[src/rtl/arm_ctrl_pkg.sv]
// Shared encodings and the E-stage control bundle for the ARM core's control path.
package arm_ctrl_pkg;

  // Condition codes, instruction bits [31:28]
  localparam logic [3:0] COND_EQ = 4'b0000;
  localparam logic [3:0] COND_NE = 4'b0001;
  localparam logic [3:0] COND_CS = 4'b0010;
  localparam logic [3:0] COND_CC = 4'b0011;
  localparam logic [3:0] COND_MI = 4'b0100;
  localparam logic [3:0] COND_PL = 4'b0101;
  localparam logic [3:0] COND_VS = 4'b0110;
  localparam logic [3:0] COND_VC = 4'b0111;
  localparam logic [3:0] COND_HI = 4'b1000;
  localparam logic [3:0] COND_LS = 4'b1001;
  localparam logic [3:0] COND_GE = 4'b1010;
  localparam logic [3:0] COND_LT = 4'b1011;
  localparam logic [3:0] COND_GT = 4'b1100;
  localparam logic [3:0] COND_LE = 4'b1101;
  localparam logic [3:0] COND_AL = 4'b1110;
  localparam logic [3:0] COND_NV = 4'b1111;

  // ALU operation encodings
  localparam logic [3:0] ALU_ADD = 4'b0100;
  localparam logic [3:0] ALU_SUB = 4'b0010;
  localparam logic [3:0] ALU_AND = 4'b0000;
  localparam logic [3:0] ALU_ORR = 4'b1100;
  localparam logic [3:0] ALU_MOV = 4'b1101;
  localparam logic [3:0] ALU_MVN = 4'b1111;

  // Bit positions inside the NZCV nibble
  localparam int FLAG_N = 3;
  localparam int FLAG_Z = 2;
  localparam int FLAG_C = 1;
  localparam int FLAG_V = 0;

  // Control captured at the D/E boundary
  typedef struct packed {
    logic       valid;
    logic [3:0] cond;
    logic       pcs;
    logic       reg_w;
    logic       mem_w;
    logic       mem_to_reg;
    logic       alu_src;
    logic [3:0] alu_control;
    logic [1:0] flag_w;
  } e_ctrl_t;

endpackage

[src/rtl/cond_check.sv]
// Combinational ARM condition-code evaluator: pass=1 when cond holds for nzcv.
module cond_check
  import arm_ctrl_pkg::*;
(
  input  logic [3:0] cond,
  input  logic [3:0] nzcv,
  output logic       pass
);

  logic n, z, c, v;

  assign n = nzcv[FLAG_N];
  assign z = nzcv[FLAG_Z];
  assign c = nzcv[FLAG_C];
  assign v = nzcv[FLAG_V];

  // Decode the condition field against the flag nibble; NV never passes
  always_comb begin
    pass = 1'b0;
    case (cond)
      COND_EQ: pass = z;
      COND_NE: pass = ~z;
      COND_CS: pass = c;
      COND_CC: pass = ~c;
      COND_MI: pass = n;
      COND_PL: pass = ~n;
      COND_VS: pass = v;
      COND_VC: pass = ~v;
      COND_HI: pass = c & ~z;
      COND_LS: pass = ~c | z;
      COND_GE: pass = (n == v);
      COND_LT: pass = (n != v);
      COND_GT: pass = ~z & (n == v);
      COND_LE: pass = z | (n != v);
      COND_AL: pass = 1'b1;
      default: pass = 1'b0;
    endcase
  end

endmodule

[src/rtl/cond_exec_stage.sv]
// Execute-stage control register, conditional-execution gating, NZCV register
// and saturating counter of annulled (condition-failed) instructions.
module cond_exec_stage
  import arm_ctrl_pkg::*;
#(
  parameter int         CNT_W     = 16,
  parameter logic [3:0] FLAGS_RST = 4'b0000
) (
  input  logic             clk,
  input  logic             reset,
  input  logic             stall_e,
  input  logic             flush_e,
  input  logic             valid_d,
  input  logic [3:0]       cond_d,
  input  logic             pcs_d,
  input  logic             reg_w_d,
  input  logic             mem_w_d,
  input  logic             mem_to_reg_d,
  input  logic             alu_src_d,
  input  logic [3:0]       alu_control_d,
  input  logic [1:0]       flag_w_d,
  input  logic [3:0]       alu_flags_e,
  output logic             pcs_e,
  output logic             reg_w_e,
  output logic             mem_w_e,
  output logic             mem_to_reg_e,
  output logic             alu_src_e,
  output logic [3:0]       alu_control_e,
  output logic             cond_ex_e,
  output logic [3:0]       flags,
  output logic [CNT_W-1:0] annul_count
);

  e_ctrl_t          e_d, e_q;
  logic [3:0]       flags_d, flags_q;
  logic [CNT_W-1:0] cnt_d, cnt_q;
  logic             cond_pass;

  // Next E-register contents: flush beats stall, stall beats capture
  always_comb begin
    e_d = e_q;
    if (flush_e) begin
      e_d      = '0;
      e_d.cond = COND_AL;
    end else if (!stall_e) begin
      e_d.valid       = valid_d;
      e_d.cond        = cond_d;
      e_d.pcs         = pcs_d;
      e_d.reg_w       = reg_w_d;
      e_d.mem_w       = mem_w_d;
      e_d.mem_to_reg  = mem_to_reg_d;
      e_d.alu_src     = alu_src_d;
      e_d.alu_control = alu_control_d;
      e_d.flag_w      = flag_w_d;
    end
  end

  // Condition is judged only against the architectural flag register
  cond_check u_cond_check (
    .cond (e_q.cond),
    .nzcv (flags_q),
    .pass (cond_pass)
  );

  assign cond_ex_e = e_q.valid & cond_pass;

  // Flag writes by the instruction in E; a flush does not cancel it, a stall does
  always_comb begin
    flags_d = flags_q;
    if (!stall_e && cond_ex_e) begin
      if (e_q.flag_w[1]) begin
        flags_d[FLAG_N] = alu_flags_e[FLAG_N];
        flags_d[FLAG_Z] = alu_flags_e[FLAG_Z];
      end
      if (e_q.flag_w[0]) begin
        flags_d[FLAG_C] = alu_flags_e[FLAG_C];
        flags_d[FLAG_V] = alu_flags_e[FLAG_V];
      end
    end
  end

  // Count valid instructions whose condition failed, sticking at all-ones
  always_comb begin
    cnt_d = cnt_q;
    if (!stall_e && e_q.valid && !cond_pass && (cnt_q != {CNT_W{1'b1}}))
      cnt_d = cnt_q + 1'b1;
  end

  // State registers; reset clears everything so gated outputs drop immediately
  always_ff @(posedge clk or posedge reset) begin
    if (reset) begin
      e_q     <= '0;
      flags_q <= FLAGS_RST;
      cnt_q   <= '0;
    end else begin
      e_q     <= e_d;
      flags_q <= flags_d;
      cnt_q   <= cnt_d;
    end
  end

  assign pcs_e         = e_q.pcs   & cond_ex_e;
  assign reg_w_e       = e_q.reg_w & cond_ex_e;
  assign mem_w_e       = e_q.mem_w & cond_ex_e;
  assign mem_to_reg_e  = e_q.mem_to_reg;
  assign alu_src_e     = e_q.alu_src;
  assign alu_control_e = e_q.alu_control;
  assign flags         = flags_q;
  assign annul_count   = cnt_q;

endmodule

[config.mk]
export PLATFORM = sky130hd
export DESIGN_NAME = cond_exec_stage
export DESIGN_NICKNAME = d
export VERILOG_FILES = /design/src/rtl/arm_ctrl_pkg.sv /design/src/rtl/cond_check.sv /design/src/rtl/cond_exec_stage.sv
export SDC_FILE = /design/constraint.sdc
export NUM_CORES = 1
export LEC_CHECK = 0
export BUFFER_PORTS_ARGS = -buffer_cell sky130_fd_sc_hd__buf_2
export CAP_MARGIN = 20
export CELL_PAD_IN_SITES_DETAIL_PLACEMENT = 2
export CELL_PAD_IN_SITES_GLOBAL_PLACEMENT = 2
export CORE_AREA = 2 2 59 102
export CTS_BUF_LIST = sky130_fd_sc_hd__clkbuf_4 sky130_fd_sc_hd__clkbuf_8
export DETAILED_ROUTE_END_ITERATION = 8
export DIE_AREA = 0 0 61 104
export PLACE_DENSITY_LB_ADDON = 0.1
export SLEW_MARGIN = 20
export SYNTH_ARGS = -nofsm -noshare
export SYNTH_HDL_FRONTEND = slang
export SYNTH_SLANG_ARGS = --single-unit
[constraint.sdc]
create_clock -name clk -period 3.7 [get_ports clk]
set_input_delay 0.185 -clock clk [delete_from_list [all_inputs] [get_ports clk]]
set_output_delay 0.185 -clock clk [all_outputs]
set_load 0.1 [all_outputs]
[After elaboration in Yosys (flattened, before gate mapping)]
Cells that the tools add are included.
Storage, ports and cells
  output and inout port bits: 30
  logic and storage cells: 55
  register bits after elaboration: 36
  bits of input ports: 24
Cells by class
  multiplexer cells: 3
  $add $sub $neg: 1
  eq/ne operators: 18
  reduce and logical (&&, ||, !) cells: 9
  bitwise gates (word level): 12
Operators with widths (number)
  2-to-1 mux 16 bit: 2
  equality test 4 bit (second input constant): 7
  adder 16 x 1 -> 16 bit (second input constant): 1
  equality test 4 x 3 -> 1 bit (second input constant): 4
  != test 16 bit (second input constant): 1
  one-hot mux 1 bit (15 select lines): 1
  equality test 4 x 2 -> 1 bit (second input constant): 2
  AND 1 bit: 6
  equality test 4 x 1 -> 1 bit (second input constant): 1
  logical AND 1 bit: 4
  zero test 4 bit: 1
  NOT 1 bit: 4
  AND reduction 2 bit: 2
  zero test 1 bit: 2
  != test 2 x 1 -> 1 bit (second input constant): 1
  bitwise OR 1 bit: 2
  equality test 1 bit: 1
  != test 1 bit: 1

[Logic depth before layout (Yosys ltp)]
  word-level depth: 6
  depth in mapped cells: 9
  gate-level depth less buffers: 7

[Cells and area by module]
From an unflattened synthesis, not the netlist that was laid out.
Unflattened totals
  cells, all modules: 178
  area, all modules: 1868.0 µm²
Modules (own cells, without submodules)
  cond_exec_stage: area an instance 1674.1 µm², cells an instance 150, instances 1
  cond_check: area an instance 193.9 µm², cells an instance 28, instances 1

[Least setup slack after synthesis]
Ideal clock, no wire load.
  path type: register to output
  start: register flags_q[3] (netlist: flags[3])
  end: output mem_w_e
  stages on the path, launching flop included: 9
  buffers on the path: 3
  slack: 572 ps
  arrival time: 2943 ps
  cells stage by stage: dfrtp_1 -> buf_2 -> xor2_1 -> a22oi_1 -> o32ai_1 -> a311o_1 -> buf_6 -> buf_6 -> and3_1
Between the ends
  longest elaborated chain between the ends: 5
  elaborated cells on any way between the ends: 8
  classes of those cells: eq/ne (2); mux (1); bitwise (5)
Ends and longest elaborated chain
  start, declared: RTL line cond_exec_stage.sv:35  | logic [3:0] flags_d, flags_q;
  start signal, assigned: RTL line cond_exec_stage.sv:97  | flags_q <= flags_d;
  != test 1 bit or equality test 1 bit (tied branches)
  bitwise OR 1 bit or AND 1 bit (tied branches): RTL line cond_check.sv:34, cond_check.sv:33
  one-hot mux 1 bit (15 select lines) *: RTL line cond_check.sv:20  | case (cond)
  AND 1 bit *: RTL line cond_exec_stage.sv:65  | assign cond_ex_e = e_q.valid & cond_pass;
  AND 1 bit *: RTL line cond_exec_stage.sv:104  | assign mem_w_e = e_q.mem_w & cond_ex_e;
  end, declared: RTL line cond_exec_stage.sv:25  | output logic mem_w_e,
Mark *: on every way between the ends. The rest lies on a longest branch, timed or not.

[Worst setup path in the final report]
  start: register e_q[11] (netlist name)
  end: output pcs_e
Between the ends
  longest elaborated chain between the ends: 4
  elaborated cells on any way between the ends: 18
  classes of those cells: eq/ne (14); mux (1); bitwise (2); reduce/logical (1)
Ends and longest elaborated chain
  start, declared: RTL line cond_exec_stage.sv:34  | e_ctrl_t e_d, e_q;
  start signal, assigned: RTL line cond_exec_stage.sv:92  | e_q <= '0;
  start signal, assigned: RTL line cond_exec_stage.sv:96  | e_q <= e_d;
  equality test 4 bit (tied with other cells): RTL line cond_check.sv:20
  one-hot mux 1 bit (15 select lines) *: RTL line cond_check.sv:20
  AND 1 bit *: RTL line cond_exec_stage.sv:65
  AND 1 bit *: RTL line cond_exec_stage.sv:102  | assign pcs_e = e_q.pcs & cond_ex_e;
  end, declared: RTL line cond_exec_stage.sv:23  | output logic pcs_e,
Marks and branches as above.

==> impl_metrics.tcl <==
set metrics [dict create \
    status "completed" \
    row_count 36 \
    synth_top_flop_cell "dfrtp_1" \
    finalNetCount 251 \
    antenna_cells 0 \
    critical_path_class "reg2out" \
    wl_per_cell_um 17.5 \
    syn_inst 178 \
    synth-warning-count 0 \
    async_flop_share_pct 100 \
    report.final.setup_viol 0 \
    num_io_pins 54 \
    clock_tree.htree_level_count 2 \
    vias 1520 \
    coreArea_sq_mm 0.00554 \
    power.density_mw_per_mm2 511 \
    yosys.cell_types.count 41 \
    grt_util_met1_pct 16.6 \
    detail_route.wirelength_mm 5.31 \
    ff2ff_path_depth 7 \
    finalClockSkew_ns 0.00259 \
    drt_iter0_drc 41 \
    grt.overflow.total 0 \
    slew_violations 0 \
    grt_antenna_before_repair 0 \
    dp_cells 295 \
    dp_hpwl_mm 4.18 \
    share_of_synthesized_area_occupied_by_flip_flops_and_latches_pct 47.0 \
    grt_use_met3_pct 2.74 \
    tritoncts.num_buffers 5 \
    r2r_start "e_q[11]$_DFFE_PP0P_" \
    power.share.sequential_pct 41.2 \
    layout.area.seq_sq_um 901 \
    fin_hold_ws_ns 0.0558 \
    relSlewSlack_pct 37.9 \
    worstPathMaxFanout 21 \
    netlist_area_sq_mm 0.00192 \
    clock_sinks 36 \
    multi_input_area_sq_um 915 \
    worstSetupStartpointType "flop" \
    slowest_delay_ns 0.60 \
    post_layout_nonfiller_instances 303 \
    fin_tns_setup_ns 0 \
    cts_root_buffer "clkbuf_8" \
    placed_area_sq_mm 0.00220 \
    synth_fp_nets 203 \
    cts.hold.buffers_added 0 \
    place.port_buffers 53 \
    timing.fmax_mhz 338 \
    fillCellCount 621 \
    grt_most_used_layer "met2" \
    worstPathArrival_ns 2.78 \
    global_route_wire_length_before_repair_mm 8.56 \
    peakVddDrop_v 0.000352 \
    final_period_util_pct 80.1 \
    avgViaCountPerCell 5.02 \
    regToRegEndpoint "flags[2]$_DFFE_PP0P_" \
    power_frac_clock_pct 24.3 \
    int_power_uw 666 \
    p_comb_share_pct 34.6 \
    tritoncts "yes" \
    initial_utilization_pct 34.6 \
    final_layout_size_suffix_gt1_share_pct 34.8 \
    postCtsResizedCells 0 \
    leakage_nw 1.23 \
    syn2layout_area_growth_pct 19.7 \
    pre_cts_slack_ns 1.07 \
    clock_insertion_delay_worst_skew_ns 0.28 \
    hold_viol 0 \
    switching_part_of_the_total_power_pct 43.2 \
    grt_start_max_net_pins 22 \
    use_met2_pct 37.4 \
    floorplan.die_area_sq_mm 0.00634 \
    slack_of_the_critical_path_ns 0.737 \
    gp_congestion 0.772 \
    route.detailed.drc 0 \
    clkSlewWorstSetupHoldPaths_ns 0.07 \
    timing.critical_path.to_type "primary output" \
    worst_path_cell_chain "nor4bb_1 -> o31ai_1 -> a31oi_1 -> a311o_1 -> buf_4 -> and3_1 -> buf_2" \
    syn-mean-instance-area_sq_um 10.8 \
    synth_enable_flop_cells 0 \
    setup.reg_to_reg.worst_slack_ns 1.09 \
    ctsLongestPathBuffers 2 \
    fp.dieH_um 104 \
    worst-slew-pin-transition_ns 0.909 \
    drv_cap 0 \
    cts_post_setup_buffers_inserted 0 \
    antenna_left 0 \
    drt_pre_antenna_iters 3 \
    critical_path_required_ns 3.51 \
    grt_setup_unrepaired "false" \
    min_period_ns 2.96 \
    synth.ff_latch_count 36 \
    grt_use_total_pct 18.3 \
    grt_pass1_vias 1750 \
    min_path_type "in2async" \
    crit_slowest_cell "dfrtp_1" \
    power.net_switching_uw 506 \
    die_width_um 61 \
    stdcell_area_sq_mm 0.00229 \
]
## routing by layer
layer | part of all wire, % | vias up
met1 | 33 | 784
li1 | - | 707
met3 | 2.3 | 2
met2 | 64 | 27
met5 | 0 | -
met4 | 0.55 | 0
## power groups by stage
stage	clock [mW]	sequential [mW]	combinational, mW
2_1_floorplan	0	0.658	0.161
3_3_place_gp	0	0.486	0.402
3_5_place_dp	0	0.490	0.409
4_1_cts	0.296	0.484	0.411
5_1_grt	0.310	0.491	0.432
6_report	0.284	0.483	0.405
## cell usage in the layout, fill, tap and decap left out, drive strengths merged, types with 4 or more instances in the layout
| master | Yosys | final |
|---|---|---|
| nand3 | 6 | 6 |
| nor2 | 20 | 20 |
| nand2 | 5 | 5 |
| mux2 | 5 | 5 |
| dfrtp | 36 | 36 |
| buf | 11 | 55 |
| mux2i | 13 | 13 |
| xor2 | 17 | 17 |
| nand4 | 4 | 4 |
| and3 | 6 | 6 |
| nor2b | 7 | 7 |
| nor3 | 13 | 13 |
| clkbuf | 3 | 6 |
## state kept, by name (all words and copies together), names as in the netlist
name	cells
alu_src_e	1
alu_control_e	4
mem_to_reg_e	1
e_q	10
annul_count	16
flags	4
## cell type report
type | instances | share of cell area [%]
inverters | 3 | 0.491
flip-flops and latches | 36 | 39.3
clock inverters | 2 | 0.436
well taps | 76 | 4.14
repair buffers | 55 | 12.2
multi-input cells | 125 | 39.9
clock buffers | 6 | 3.60
## Yosys cell counts (all sizes together), types with 4 or more instances
| cell type | count | area (sq um) |
|---|---|---|
| nand4 | 4 | 25.0 |
| and3 | 6 | 37.5 |
| mux2i | 13 | 130 |
| dfrtp | 36 | 901 |
| xor2 | 17 | 149 |
| nand2 | 5 | 18.8 |
| buf | 11 | 78.8 |
| mux2 | 5 | 56.3 |
| nor2 | 20 | 75.1 |
| nor3 | 13 | 90.1 |
| nand3 | 6 | 30.0 |
| nor2b | 7 | 43.8 |
## stage by stage
stage          utilization [%]  total power, mW
2_1_floorplan                -            0.820
3_3_place_gp              39.7            0.888
3_5_place_dp              39.7            0.900
4_1_cts                   41.4             1.19
5_1_grt                   41.4             1.23
6_report                  41.4             1.17
## logic make-up (layout without fill, tap and decap cells)
kind of cell / Yosys count / after routing / synth area share [%]
simple gates: 74 / 74 / 23.0
flops: 36 / 36 / 47.0
compound gates: 13 / 13 / 5.61
buf+inv: 17 / 66 / 5.29
xor+xnor: 19 / 19 / 8.68
fa+ha+maj: 1 / 1 / 0.653
mux: 18 / 18 / 9.73
## worst max-delay path, delay by kind of cell, from the launching register on
family | cells | cell delay [ns]
AO/OA/AOI/OAI | 3 | 0.46
buffers and inverters | 2 | 0.71
flip-flops | 1 | 0.60
AND/OR/NAND/NOR | 2 | 0.71
## how the worst max path moves through the flow
| stage | start | endpoint | slack [ns] |
|---|---|---|---|
| 2_1_floorplan | flags[3]$_DFFE_PP0P_ | mem_w_e | 0.57 |
| 3_3_place_gp | e_q[11]$_DFFE_PP0P_ | mem_w_e | 1.30 |
| 4_1_cts | e_q[11]$_DFFE_PP0P_ | pcs_e | 0.75 |
| 5_1_grt | e_q[11]$_DFFE_PP0P_ | pcs_e | 0.61 |
| 6_report | e_q[11]$_DFFE_PP0P_ | pcs_e | 0.74 |
| 3_5_place_dp | e_q[11]$_DFFE_PP0P_ | pcs_e | 1.07 |
Power figures use the tool's default switching activity.
